<file path="src/rtl/alarm_time_setter.sv">
// Alarm digit setter for the mm:ss BCD alarm clock: button edge detect with
// hold-to-repeat, per-digit wrapping BCD increment, and match/latch of the alarm.
`timescale 1ns/1ps
module alarm_time_setter #(
  parameter int unsigned REPEAT_DELAY = 50_000_000,
  parameter int unsigned REPEAT_RATE  = 10_000_000
) (
  input  logic       clk,
  input  logic       reset_n,
  input  logic       inc_btn,
  input  logic [3:0] digit_sel,
  input  logic       alarm_reset,
  input  logic       alarm_en,
  input  logic [3:0] t_os,
  input  logic [3:0] t_ts,
  input  logic [3:0] t_om,
  input  logic [3:0] t_tm,
  output logic [3:0] a_os,
  output logic [3:0] a_ts,
  output logic [3:0] a_om,
  output logic [3:0] a_tm,
  output logic       step,
  output logic       alarm_hit,
  output logic       alarm_active
);

  localparam int unsigned MAX_CNT = (REPEAT_DELAY > REPEAT_RATE) ? REPEAT_DELAY : REPEAT_RATE;
  localparam int unsigned CW      = (MAX_CNT > 1) ? $clog2(MAX_CNT) : 1;
  localparam logic [CW-1:0] DELAY_LAST = CW'(REPEAT_DELAY - 1);
  localparam logic [CW-1:0] RATE_LAST  = CW'(REPEAT_RATE - 1);

  typedef enum logic [1:0] {
    IDLE,
    HOLD,
    REPEAT
  } rpt_state_t;

  rpt_state_t    state, next_state;
  logic [CW-1:0] cnt, next_cnt;
  logic          btn_q;
  logic          press;
  logic          ev;
  logic          match_c;
  logic          match_q;
  logic          new_hit;

  function automatic logic [3:0] inc_ones(input logic [3:0] d);
    return (d >= 4'd9) ? 4'd0 : d + 4'd1;
  endfunction

  function automatic logic [3:0] inc_tens(input logic [3:0] d);
    return (d >= 4'd5) ? 4'd0 : d + 4'd1;
  endfunction

  assign press = inc_btn & ~btn_q;

  always_ff @(posedge clk or negedge reset_n) begin
    if (!reset_n) begin
      btn_q <= 1'b0;
    end else begin
      btn_q <= inc_btn;
    end
  end

  // Repeat FSM: state register
  always_ff @(posedge clk or negedge reset_n) begin
    if (!reset_n) begin
      state <= IDLE;
      cnt   <= '0;
    end else begin
      state <= next_state;
      cnt   <= next_cnt;
    end
  end

  // Repeat FSM: next state; alarm_reset overrides everything
  always_comb begin
    next_state = state;
    next_cnt   = cnt;
    if (alarm_reset) begin
      next_state = IDLE;
      next_cnt   = '0;
    end else begin
      unique case (state)
        IDLE: begin
          next_cnt = '0;
          if (press) next_state = HOLD;
        end
        HOLD: begin
          if (!inc_btn) begin
            next_state = IDLE;
            next_cnt   = '0;
          end else if (cnt == DELAY_LAST) begin
            next_state = REPEAT;
            next_cnt   = '0;
          end else begin
            next_cnt = cnt + 1'b1;
          end
        end
        REPEAT: begin
          if (!inc_btn) begin
            next_state = IDLE;
            next_cnt   = '0;
          end else if (cnt == RATE_LAST) begin
            next_cnt = '0;
          end else begin
            next_cnt = cnt + 1'b1;
          end
        end
        default: begin
          next_state = IDLE;
          next_cnt   = '0;
        end
      endcase
    end
  end

  // Repeat FSM: event output
  always_comb begin
    ev = 1'b0;
    if (!alarm_reset) begin
      unique case (state)
        IDLE:    ev = press;
        HOLD:    ev = inc_btn && (cnt == DELAY_LAST);
        REPEAT:  ev = inc_btn && (cnt == RATE_LAST);
        default: ev = 1'b0;
      endcase
    end
  end

  // Lowest set select bit wins; an event with no selected digit is dropped.
  always_ff @(posedge clk or negedge reset_n) begin
    if (!reset_n) begin
      a_os <= '0;
      a_ts <= '0;
      a_om <= '0;
      a_tm <= '0;
      step <= 1'b0;
    end else if (alarm_reset) begin
      a_os <= '0;
      a_ts <= '0;
      a_om <= '0;
      a_tm <= '0;
      step <= 1'b0;
    end else begin
      step <= ev & (|digit_sel);
      if (ev) begin
        if (digit_sel[0])      a_os <= inc_ones(a_os);
        else if (digit_sel[1]) a_ts <= inc_tens(a_ts);
        else if (digit_sel[2]) a_om <= inc_ones(a_om);
        else if (digit_sel[3]) a_tm <= inc_tens(a_tm);
      end
    end
  end

  assign match_c = (a_os == t_os) && (a_ts == t_ts) && (a_om == t_om) && (a_tm == t_tm);
  assign new_hit = alarm_en & match_c & ~match_q;

  always_ff @(posedge clk or negedge reset_n) begin
    if (!reset_n) begin
      match_q      <= 1'b0;
      alarm_hit    <= 1'b0;
      alarm_active <= 1'b0;
    end else begin
      match_q   <= match_c;
      alarm_hit <= new_hit & ~alarm_reset;
      if (alarm_reset || !alarm_en) begin
        alarm_active <= 1'b0;
      end else if (new_hit) begin
        alarm_active <= 1'b1;
      end
    end
  end

endmodule
</file>
<file path="config.mk">
export PLATFORM = sky130hd
export DESIGN_NAME = alarm_time_setter
export DESIGN_NICKNAME = d
export VERILOG_FILES = /design/src/rtl/alarm_time_setter.sv
export SDC_FILE = /design/constraint.sdc
export NUM_CORES = 1
export LEC_CHECK = 0
export ABC_CLOCK_PERIOD_IN_PS = 3600
export CORE_UTILIZATION = 33
export CTS_BUF_LIST = sky130_fd_sc_hd__clkbuf_8
export DETAILED_ROUTE_END_ITERATION = 10
export PLACE_DENSITY = 0.55
export SYNTH_ARGS = -nofsm -noshare
export SYNTH_HDL_FRONTEND = slang
export SYNTH_SLANG_ARGS = --single-unit
export TNS_END_PERCENT = 5
</file>
<file path="constraint.sdc">
create_clock -name clk -period 3.6 [get_ports clk]
set_clock_uncertainty 0.2 [all_clocks]
set_input_delay 0.72 -clock clk [delete_from_list [all_inputs] [get_ports clk]]
set_output_delay 0.72 -clock clk [all_outputs]
set_load 0.02 [all_outputs]
</file>
==> summary.md <==
| Metric | Value |
|---|---|
| Tot Pwr | `982 uW` |
| Clock latency on the worst-skew pair | `0.30 ns` |
| Switching Power | `247 uW` |
| Vias in the first global route | `2,467` |
| Crit start category | `input pin` |
| CORE AREA | `9240 um^2` |
| Area leader, netlist | `dfrtp_1` |
| Number of enable flip-flop cells after synthesis | `0` |
| RSZ-0062 raised after global routing | `false` |
| Placed cells | `493` |
| Drt first pass iters | `4` |
| Root buffer cell | `clkbuf_8` |
| Inserted Diodes | `0` |
| Fin nets | `413` |
| Relative slew slack | `0.579` |
| Final setup viols | `0` |
| Internal | `735 uW` |
| Multi-input gate area | `1790 um^2` |
| Final cell count without fillers | `501` |
| Hold-fix buffers, CTS | `0` |
| Routed vias/inst | `5.05` |
| Max Cap Viol | `0` |
| Seq cells post-synth | `49` |
| WP buf/inv | `1` |
| Die Wd | `99.9 um` |
| Clock Pin Slew Worst Setup and Hold Paths | `0.09 ns` |
| Max Slew Vio Count | `0` |
| Fill count | `948` |
| Clock Path Buffers | `2` |
| Final ANT Viol Nets | `0` |
| I/O Pins | `44` |
| Ys Warns | `0` |
| Share of cells above drive strength 1 | `0.0833` |
| Sw frac | `0.251` |
| Mapped Avg Cell Area | `9.64 um^2` |
| Worst setup path startpoint | `digit_sel[0]` |
| DP Wirelength | `5.44 mm` |
| Core Rows | `35` |
| CTS buffer count | `5` |
| Slew @ Worst Pin | `0.625 ns` |
| Final hold vios | `0` |
| Crit-path cells | `clkdlybuf4s50_1 -> nor3b_2 -> or3b_2 -> a21oi_1 -> o32ai_1` |
| Final Cell Area | `3790 um^2` |
| Post-CTS Setup Bufs | `0` |
| Pin count of the biggest net entering global routing | `27` |
| Crit path DAT | `2.54 ns` |
| DIE HEIGHT | `99.9 um` |
| WL/cell | `14.8 um` |
| Reg2reg start | `a_os[1]` |
| Hold/Removal Path Class | `input pin to async pin` |
| Remaining Overflow, GRT | `0` |
| DP Worst Slack | `0.739 ns` |
| Number of gates resized after cts | `0` |
| Ys async rst share | `1.00` |
| H-tree depth | `2` |
| Die ar. | `9980 um^2` |
| Worst path required time | `3.57 ns` |
| Iteration-0 DRC Markers | `67` |
| Final WS setup | `1.03 ns` |
| CP max FO | `9` |
| Area fraction of the dominant cell type after synthesis | `0.388` |
| Tot GR Track Use | `0.155` |
| Status | `finished, final reports clean` |
| Sequential Power Share | `0.569` |
| Critical Path Stages | `5` |
| CTS tree | `built` |
| Clk pwr share | `0.325` |
| Synth-to-Final Area Change | `19.9%` |
| LEAKAGE | `1.39 nW` |
| R2R cell count | `6` |
| Register area share after synthesis | `0.388` |
| Fin crit share | `0.714` |
| Ys flop type | `dfrtp_1` |
| Worst Path Class, Setup | `input pin to flop` |
| Netlist Area Pre-Place | `3160 um^2` |
| Clk sinks | `49` |
| Pwr Density | `259 nW/um^2` |
| Crit-path leading delay family | `simple AND/OR/NAND/NOR gates` |
| Worst hold slack | `0.122 ns` |
| CP Capture Type | `flop` |
| First-pass GRT wire length | `12.4 mm` |
| Initial Util | `0.342` |
| F_max | `0.389 GHz` |
| Fin crit period | `2.57 ns` |
| PortBufs | `43` |
| # DRC | `0` |
| Comb pwr share | `0.106` |
| Routability-driven placement congestion ratio | `0.804` |
| Initial antenna violation count | `0` |
| Synth cell count leaders | `dfrtp_1 (49), nor2_1 (41), xnor2_1 (34), inv_1 (21), nand2_1 (18)` |
| Worst ir drop on vdd | `0.000125 V` |
| Final Util | `0.410` |
| Dpl cell area | `3710 um^2` |
| Synth area leaders | `dfrtp_1 (39%), xnor2_1 (9.4%), ha_1 (6.7%)` |
| Overall via count from detail_route | `2,530` |
| Register area | `1230 um^2` |
| Netlist cell types | `59` |
| Slowest-stage cell, CP | `clkdlybuf4s50_1` |
| Slowest stage delay, CP | `0.57 ns` |
| Final WL | `7.41 mm` |
| Mapped Cells | `328` |
| Most numerous cell in the Yosys netlist | `dfrtp_1` |
| TNS Setup | `0 ns` |
| Synth Net Count | `370` |
## sequential cells by signal, indices dropped and copies added, names as in the netlist
name	cells
cnt	26
a_om	4
a_os	4
a_tm	4
a_ts	4
state	2
alarm_active	1
alarm_hit	1
btn_q	1
match_q	1
step	1
## metal layers
metal,share of wire,track usage,routed length (um),up-vias
met5,0,0,0,-
met4,0.0073,0.0294,54,0
met3,0.043,0.0244,318,6
met2,0.49,0.273,3610,61
met1,0.46,0.201,3430,1209
li1,-,-,-,1254
## worst register-to-register path, stage by stage (launching register included)
cell      delay, ns
dfrtp_1        0.47
inv_1          0.11
ha_1           0.19
nor3b_1        0.28
o21ai_0        0.18
or4b_2         0.63
o221ai_1       0.18
## final timing paths
path | end | slack (ns)
min | match_q | 0.12
max in group asynchronous | cnt[5] | 2.44
min in group clk | cnt[0] | 0.33
max | a_om[2] | 1.03
min reg2reg | cnt[0] | 0.33
max reg2reg | a_os[2] | 1.27
## power groups by stage
| stage | clock network (mW) | logic, mW | registers [mW] |
|---|---|---|---|
| after floorplan | 0 | 0.0458 | 0.571 |
| after global placement | 0 | 0.104 | 0.570 |
| after detailed placement | 0 | 0.105 | 0.570 |
| after CTS | 0.337 | 0.106 | 0.559 |
| after global routing | 0.359 | 0.115 | 0.560 |
| final | 0.319 | 0.104 | 0.559 |
## cells in the final DEF, fill, tap and decap left out, drive strengths merged, types with 5 or more instances in the layout
master and n:
a21oi 10, a31o 5, and4 5, buf 5, clkbuf 5, clkdlybuf4s50 42
dfrtp 49, ha 17, inv 23, nand2 18, nand2b 8, nand3 15
nand4 13, nor2 41, nor3 9, nor3b 5, nor4 8, o21ai 6
xnor2 34, xor2 6
## cell families (layout without fill, tap and decap cells)
| group | count (synthesis) | after routing | share of synthesized area |
|---|---|---|---|
| buffers and inverters | 32 | 76 | 0.0475 |
| AND/OR/NAND/NOR | 139 | 139 | 0.251 |
| multiplexers | 3 | 3 | 0.00950 |
| XOR/XNOR | 40 | 40 | 0.111 |
| AO/OA/AOI/OAI | 48 | 48 | 0.126 |
| adder cells (fa/ha/maj) | 17 | 17 | 0.0673 |
| flip-flops | 49 | 49 | 0.388 |
## layout make-up
cell class / instances / area share
inverter: 21 / 0.0208
sequential: 49 / 0.323
clock buffer: 5 / 0.0182
clock inverter: 3 / 0.00396
tap: 129 / 0.0426
timing repair buffer: 47 / 0.120
multi-input combinational: 247 / 0.471
Power figures use the tool's default switching activity.
